--- config.mk ---
export PLATFORM = sky130hd
export DESIGN_NAME = lab2_prio_arbiter
export DESIGN_NICKNAME = d
export VERILOG_FILES = /design/src/rtl/lab2_prio_arbiter.sv
export SDC_FILE = /design/constraint.sdc
export NUM_CORES = 1
export LEC_CHECK = 0
export CORE_ASPECT_RATIO = 1.5
export CORE_UTILIZATION = 40
export CTS_CLUSTER_SIZE = 10
export DETAILED_ROUTE_END_ITERATION = 7
export HOLD_SLACK_MARGIN = 0.12
export PLACE_DENSITY = 0.59
export SYNTH_ARGS = -nofsm -noshare
export SYNTH_HDL_FRONTEND = slang
export SYNTH_SLANG_ARGS = --single-unit
--- constraint.sdc ---
create_clock -name clk -period 3.6 [get_ports clk]
set_input_delay 0.72 -clock clk [delete_from_list [all_inputs] [get_ports clk]]
set_output_delay 0.72 -clock clk [all_outputs]
set_load 0.005 [all_outputs]
--- src/rtl/lab2_prio_arbiter.sv ---
// Four-way sequential priority arbiter with max/min select, round-robin tie break and hold-until-release.
// Optional grant timeout is compiled in with LAB2_ARB_TIMEOUT_EN.
module lab2_prio_arbiter #(
  parameter int    WIDTH    = 2,
  parameter string TYPE     = "maxsel",
  parameter int    MAX_HOLD = 8
) (
  input  logic             clk,
  input  logic             rst_n,
  input  logic [3:0]       req,
  input  logic [WIDTH-1:0] prio_a,
  input  logic [WIDTH-1:0] prio_b,
  input  logic [WIDTH-1:0] prio_c,
  input  logic [WIDTH-1:0] prio_d,
  output logic [3:0]       grant,
  output logic             grant_valid,
  output logic [WIDTH-1:0] grant_prio,
  output logic [1:0]       grant_idx,
  output logic             timeout
);

  // Handshake: a requester raises req[i] and holds it until it sees grant[i];
  // the grant stays until req[i] is sampled low (or the timeout fires).
  localparam bit IS_MAX = (TYPE == "maxsel");

  typedef enum logic {IDLE, GRANT} state_t;

  state_t           state, state_next;
  logic [3:0]       grant_next;
  logic [WIDTH-1:0] grant_prio_next;
  logic [1:0]       grant_idx_next;
  logic [1:0]       rr_ptr, rr_ptr_next;
  logic             timeout_next;

  logic [WIDTH-1:0] prio [4];
  logic [WIDTH-1:0] best;
  logic             have_best;
  logic [1:0]       win_idx;
  logic             win_found;
  logic [1:0]       scan_idx;

  assign prio[0] = prio_a;
  assign prio[1] = prio_b;
  assign prio[2] = prio_c;
  assign prio[3] = prio_d;

  assign grant_valid = (state == GRANT);

`ifdef LAB2_ARB_TIMEOUT_EN
  localparam int HC_W = $clog2(MAX_HOLD) + 1;
  logic [HC_W-1:0] hold_cnt, hold_cnt_next;
  logic            hold_expired;
  assign hold_expired = (hold_cnt == HC_W'(MAX_HOLD - 1));
`endif

  // Best value among active requesters only; masked requesters never count.
  always_comb begin
    best      = '0;
    have_best = 1'b0;
    for (int i = 0; i < 4; i++) begin
      if (req[i] && (!have_best || (IS_MAX ? (prio[i] > best) : (prio[i] < best)))) begin
        best      = prio[i];
        have_best = 1'b1;
      end
    end
  end

  always_comb begin
    win_idx   = '0;
    win_found = 1'b0;
    scan_idx  = '0;
    for (int k = 0; k < 4; k++) begin
      scan_idx = rr_ptr + 2'(k);
      if (!win_found && req[scan_idx] && (prio[scan_idx] == best)) begin
        win_idx   = scan_idx;
        win_found = 1'b1;
      end
    end
  end

  always_comb begin
    state_next      = state;
    grant_next      = grant;
    grant_prio_next = grant_prio;
    grant_idx_next  = grant_idx;
    rr_ptr_next     = rr_ptr;
    timeout_next    = 1'b0;
`ifdef LAB2_ARB_TIMEOUT_EN
    hold_cnt_next   = hold_cnt;
`endif
    case (state)
      IDLE: begin
        if (win_found) begin
          state_next      = GRANT;
          grant_next      = 4'b0001 << win_idx;
          grant_idx_next  = win_idx;
          grant_prio_next = prio[win_idx];
          rr_ptr_next     = win_idx + 2'd1;
`ifdef LAB2_ARB_TIMEOUT_EN
          hold_cnt_next   = '0;
`endif
        end
      end
      GRANT: begin
        if (!req[grant_idx]) begin
          state_next = IDLE;
          grant_next = '0;
`ifdef LAB2_ARB_TIMEOUT_EN
        end else if (hold_expired) begin
          state_next   = IDLE;
          grant_next   = '0;
          timeout_next = 1'b1;
        end else begin
          hold_cnt_next = hold_cnt + 1'b1;
`endif
        end
      end
      default: begin
        state_next = IDLE;
        grant_next = '0;
      end
    endcase
  end

  always_ff @(posedge clk or negedge rst_n) begin
    if (!rst_n) begin
      state      <= IDLE;
      grant      <= '0;
      grant_prio <= '0;
      grant_idx  <= '0;
      rr_ptr     <= '0;
      timeout    <= 1'b0;
`ifdef LAB2_ARB_TIMEOUT_EN
      hold_cnt   <= '0;
`endif
    end else begin
      state      <= state_next;
      grant      <= grant_next;
      grant_prio <= grant_prio_next;
      grant_idx  <= grant_idx_next;
      rr_ptr     <= rr_ptr_next;
      timeout    <= timeout_next;
`ifdef LAB2_ARB_TIMEOUT_EN
      hold_cnt   <= hold_cnt_next;
`endif
    end
  end

endmodule

==> metrics.yaml <==
outcome: "finished, violations left"
violations: "setup timing"
power_density_nw_per_um2: 854
final_common_cell: "buf_4"
arrival_ps: 5080
final_cell_area_um2: 2640
detail-route-antenna-nets: 0
drtIter0Drc: 37
h-tree-depth: 1
yosys.cell_types.count: 63
placed_area_um2: 2310
grt_max_degree: 29
syn_nets: 219
setup_ws_ps: -1360
drc: 0
async_reset_ff_frac: 1.00
end_kind: "flop"
die_h_um: 78.8
top_level_ports: 24
maxCapViolations: 0
worst_pin_slew_ps: 463
antenna_found_initial: 0
synth_edf_count: 0
slew_headroom: 0.684
synth.area.top_cells: "dfrtp_1 (18%), nand2_1 (8.4%), mux2i_1 (5.7%)"
synth_top_area_frac: 0.175
timing.final.crit_period_ps: 4960
grt_pass1_vias: 1969
fillers: 303
synth.cell_area_um2: 1570
ys_seq_elements: 11
cts_buffers: 3
syn_inst: 199
final-hold-violation-count: 0
cts_num_sinks: 11
final_core_utilization: 0.711
ir_drop_mv: 0.865
power_w: 0.00226
core_um2: 3720
worstPathRequired_ps: 3720
place_hpwl_um: 4280
crit_fanout: 4
layout_common_cells: "buf_4 (49), nand2_1 (30), clkdlybuf4s50_1 (17)"
finalSetupTns_ps: -13780
synth_ff_type: "dfrtp_1"
slew_violations: 0
post_drt_wl_per_cell_um: 17.3
antenna_cells: 0
start_kind: "input port"
setup_viol: 11
layout-drive-gt1-share: 0.453
postRouteWirelength_um: 5490
synth_area_leader_cell: "dfrtp_1"
cts_root_buf: "clkbuf_8"
nNetsFinal: 295
grt_pass1_wl_um: 8780
area_growth_syn_to_layout_pct: 68.1
finalClockSkew_ps: 0.386
portBuffers: 22
place.gp.congestion: 0.921
ys_seq_area_frac: 0.175
rsz0062_at_grt: "true"
leakagePower_nw: 1.15
initial_core_util: 0.423
post-route-period-util: 1.38
synth.avg_cell_area_um2: 7.90
cts_tree: "done"
cts_hold_buffers: 0
drt_pass1_iterations: 4
grtUsageTotal: 0.284
fp.dieW_um: 53.2
dp.cells: 304
clk_pin_slew_ps: 50
insertion_delay_ps: 240
ys.warnings.count: 0
rows: 27
critical_path_class: "input port to flop"
vias: 1823
via_per_inst: 5.75
fin_cells: 317
die_area_um2: 4190
hp-class: "flop to flop"
grt_remaining_overflow: 0
fmax_mhz: 202
max-clock-path-buffers: 2
-- registers in the layout, summed over array words and instances (netlist names) --
signal	flops
grant	4
grant_idx	2
rr_ptr	2
grant_prio	2
grant_valid	1
-- layout make-up --
type / count / area [µm²] / share of cell area
clock buffers: 4 / 45.0 / 0.0171
flip-flops and latches: 11 / 275 / 0.104
well taps: 43 / 53.8 / 0.0204
repair buffers: 81 / 706 / 0.267
inverters: 15 / 58.8 / 0.0223
multi-input cells: 163 / 1500 / 0.569
-- Yosys cell counts, drive strengths merged (3+ instances only) --
| cell type | n |
|---|---|
| a21oi | 11 |
| buf | 7 |
| o21ai | 13 |
| nand2 | 36 |
| dfrtp | 11 |
| and3 | 5 |
| ha | 6 |
| mux2i | 9 |
| clkbuf | 3 |
| nand2b | 4 |
| inv | 15 |
| xnor2 | 5 |
| o32a | 3 |
| a221oi | 3 |
| nor2 | 12 |
| and2 | 4 |
| xor2 | 3 |
| a31oi | 3 |
| nand3 | 4 |
| a21o | 4 |
| a32oi | 3 |
-- power by group --
part / leakage [nW] / switching [W] / internal, W / total [W]
clock network: 0.0228 / 0.0000482 / 0.0000779 / 0.000126
logic: 0.992 / 0.000914 / 0.000983 / 0.00190
registers: 0.136 / 0.0000527 / 0.000181 / 0.000234
total: 1.15 / 0.00101 / 0.00124 / 0.00226
-- worst paths after layout --
path                       depth (start not counted)            end  startpoint  slack, ps
setup / recovery                                  26  grant_prio[1]      req[0]      -1360
hold / removal                                     2       grant[0]    grant[0]        500
hold reg to reg                                    2       grant[0]    grant[0]        500
min in group asynchronous                          1      rr_ptr[0]       rst_n        810
max in group asynchronous                          1  grant_prio[0]       rst_n       2470
setup reg to reg                                  11  grant_prio[1]   rr_ptr[1]        690
-- worst max-delay path, stage by stage --
cell	delay [ps]
buf_6	80
and2_4	140
inv_2	40
ha_4	270
nand2b_4	50
a221o_1	330
a32oi_2	230
inv_2	80
ha_4	250
nand2_4	80
nand2_2	50
a2bb2oi_2	170
a21o_1	210
ha_4	270
nand2_4	80
nand2_4	50
o21ai_4	160
a211oi_2	60
buf_4	140
nor2_4	210
xor2_4	140
or3_4	420
a221oi_4	300
nor2_2	80
o32a_1	180
o31a_1	280
-- cells by family after synthesis --
kind of cell    after synthesis  synth area share
compound gates               62             0.318
xor+xnor                      8            0.0637
fa+ha+maj                     6            0.0478
buf+inv                      25            0.0732
flops                        11             0.175
mux                          11            0.0788
other cells                   1           0.00239
simple gates                 75             0.241
-- routing by layer --
metal,up-vias,part of all wire,track usage
met3,17,0.023,0.0230
li1,872,-,-
met2,49,0.57,0.544
met1,885,0.36,0.281
met4,0,0.039,0.158
met5,-,0,0
-- metrics by stage --
stage	hold slack [ps]	setup slack (ps)
final	504	-1360
after detailed placement	505	-2090
after global placement	480	-1950
after global routing	539	-1520
after CTS	517	-1410
after floorplan	424	-1250
-- what timing repair did --
action,CTS,global route
buffers inserted,4,6
gates resized for setup,45,20
pin swaps,24,19
endpoints found under the setup margin,11,11
Power figures use the tool's default switching activity.
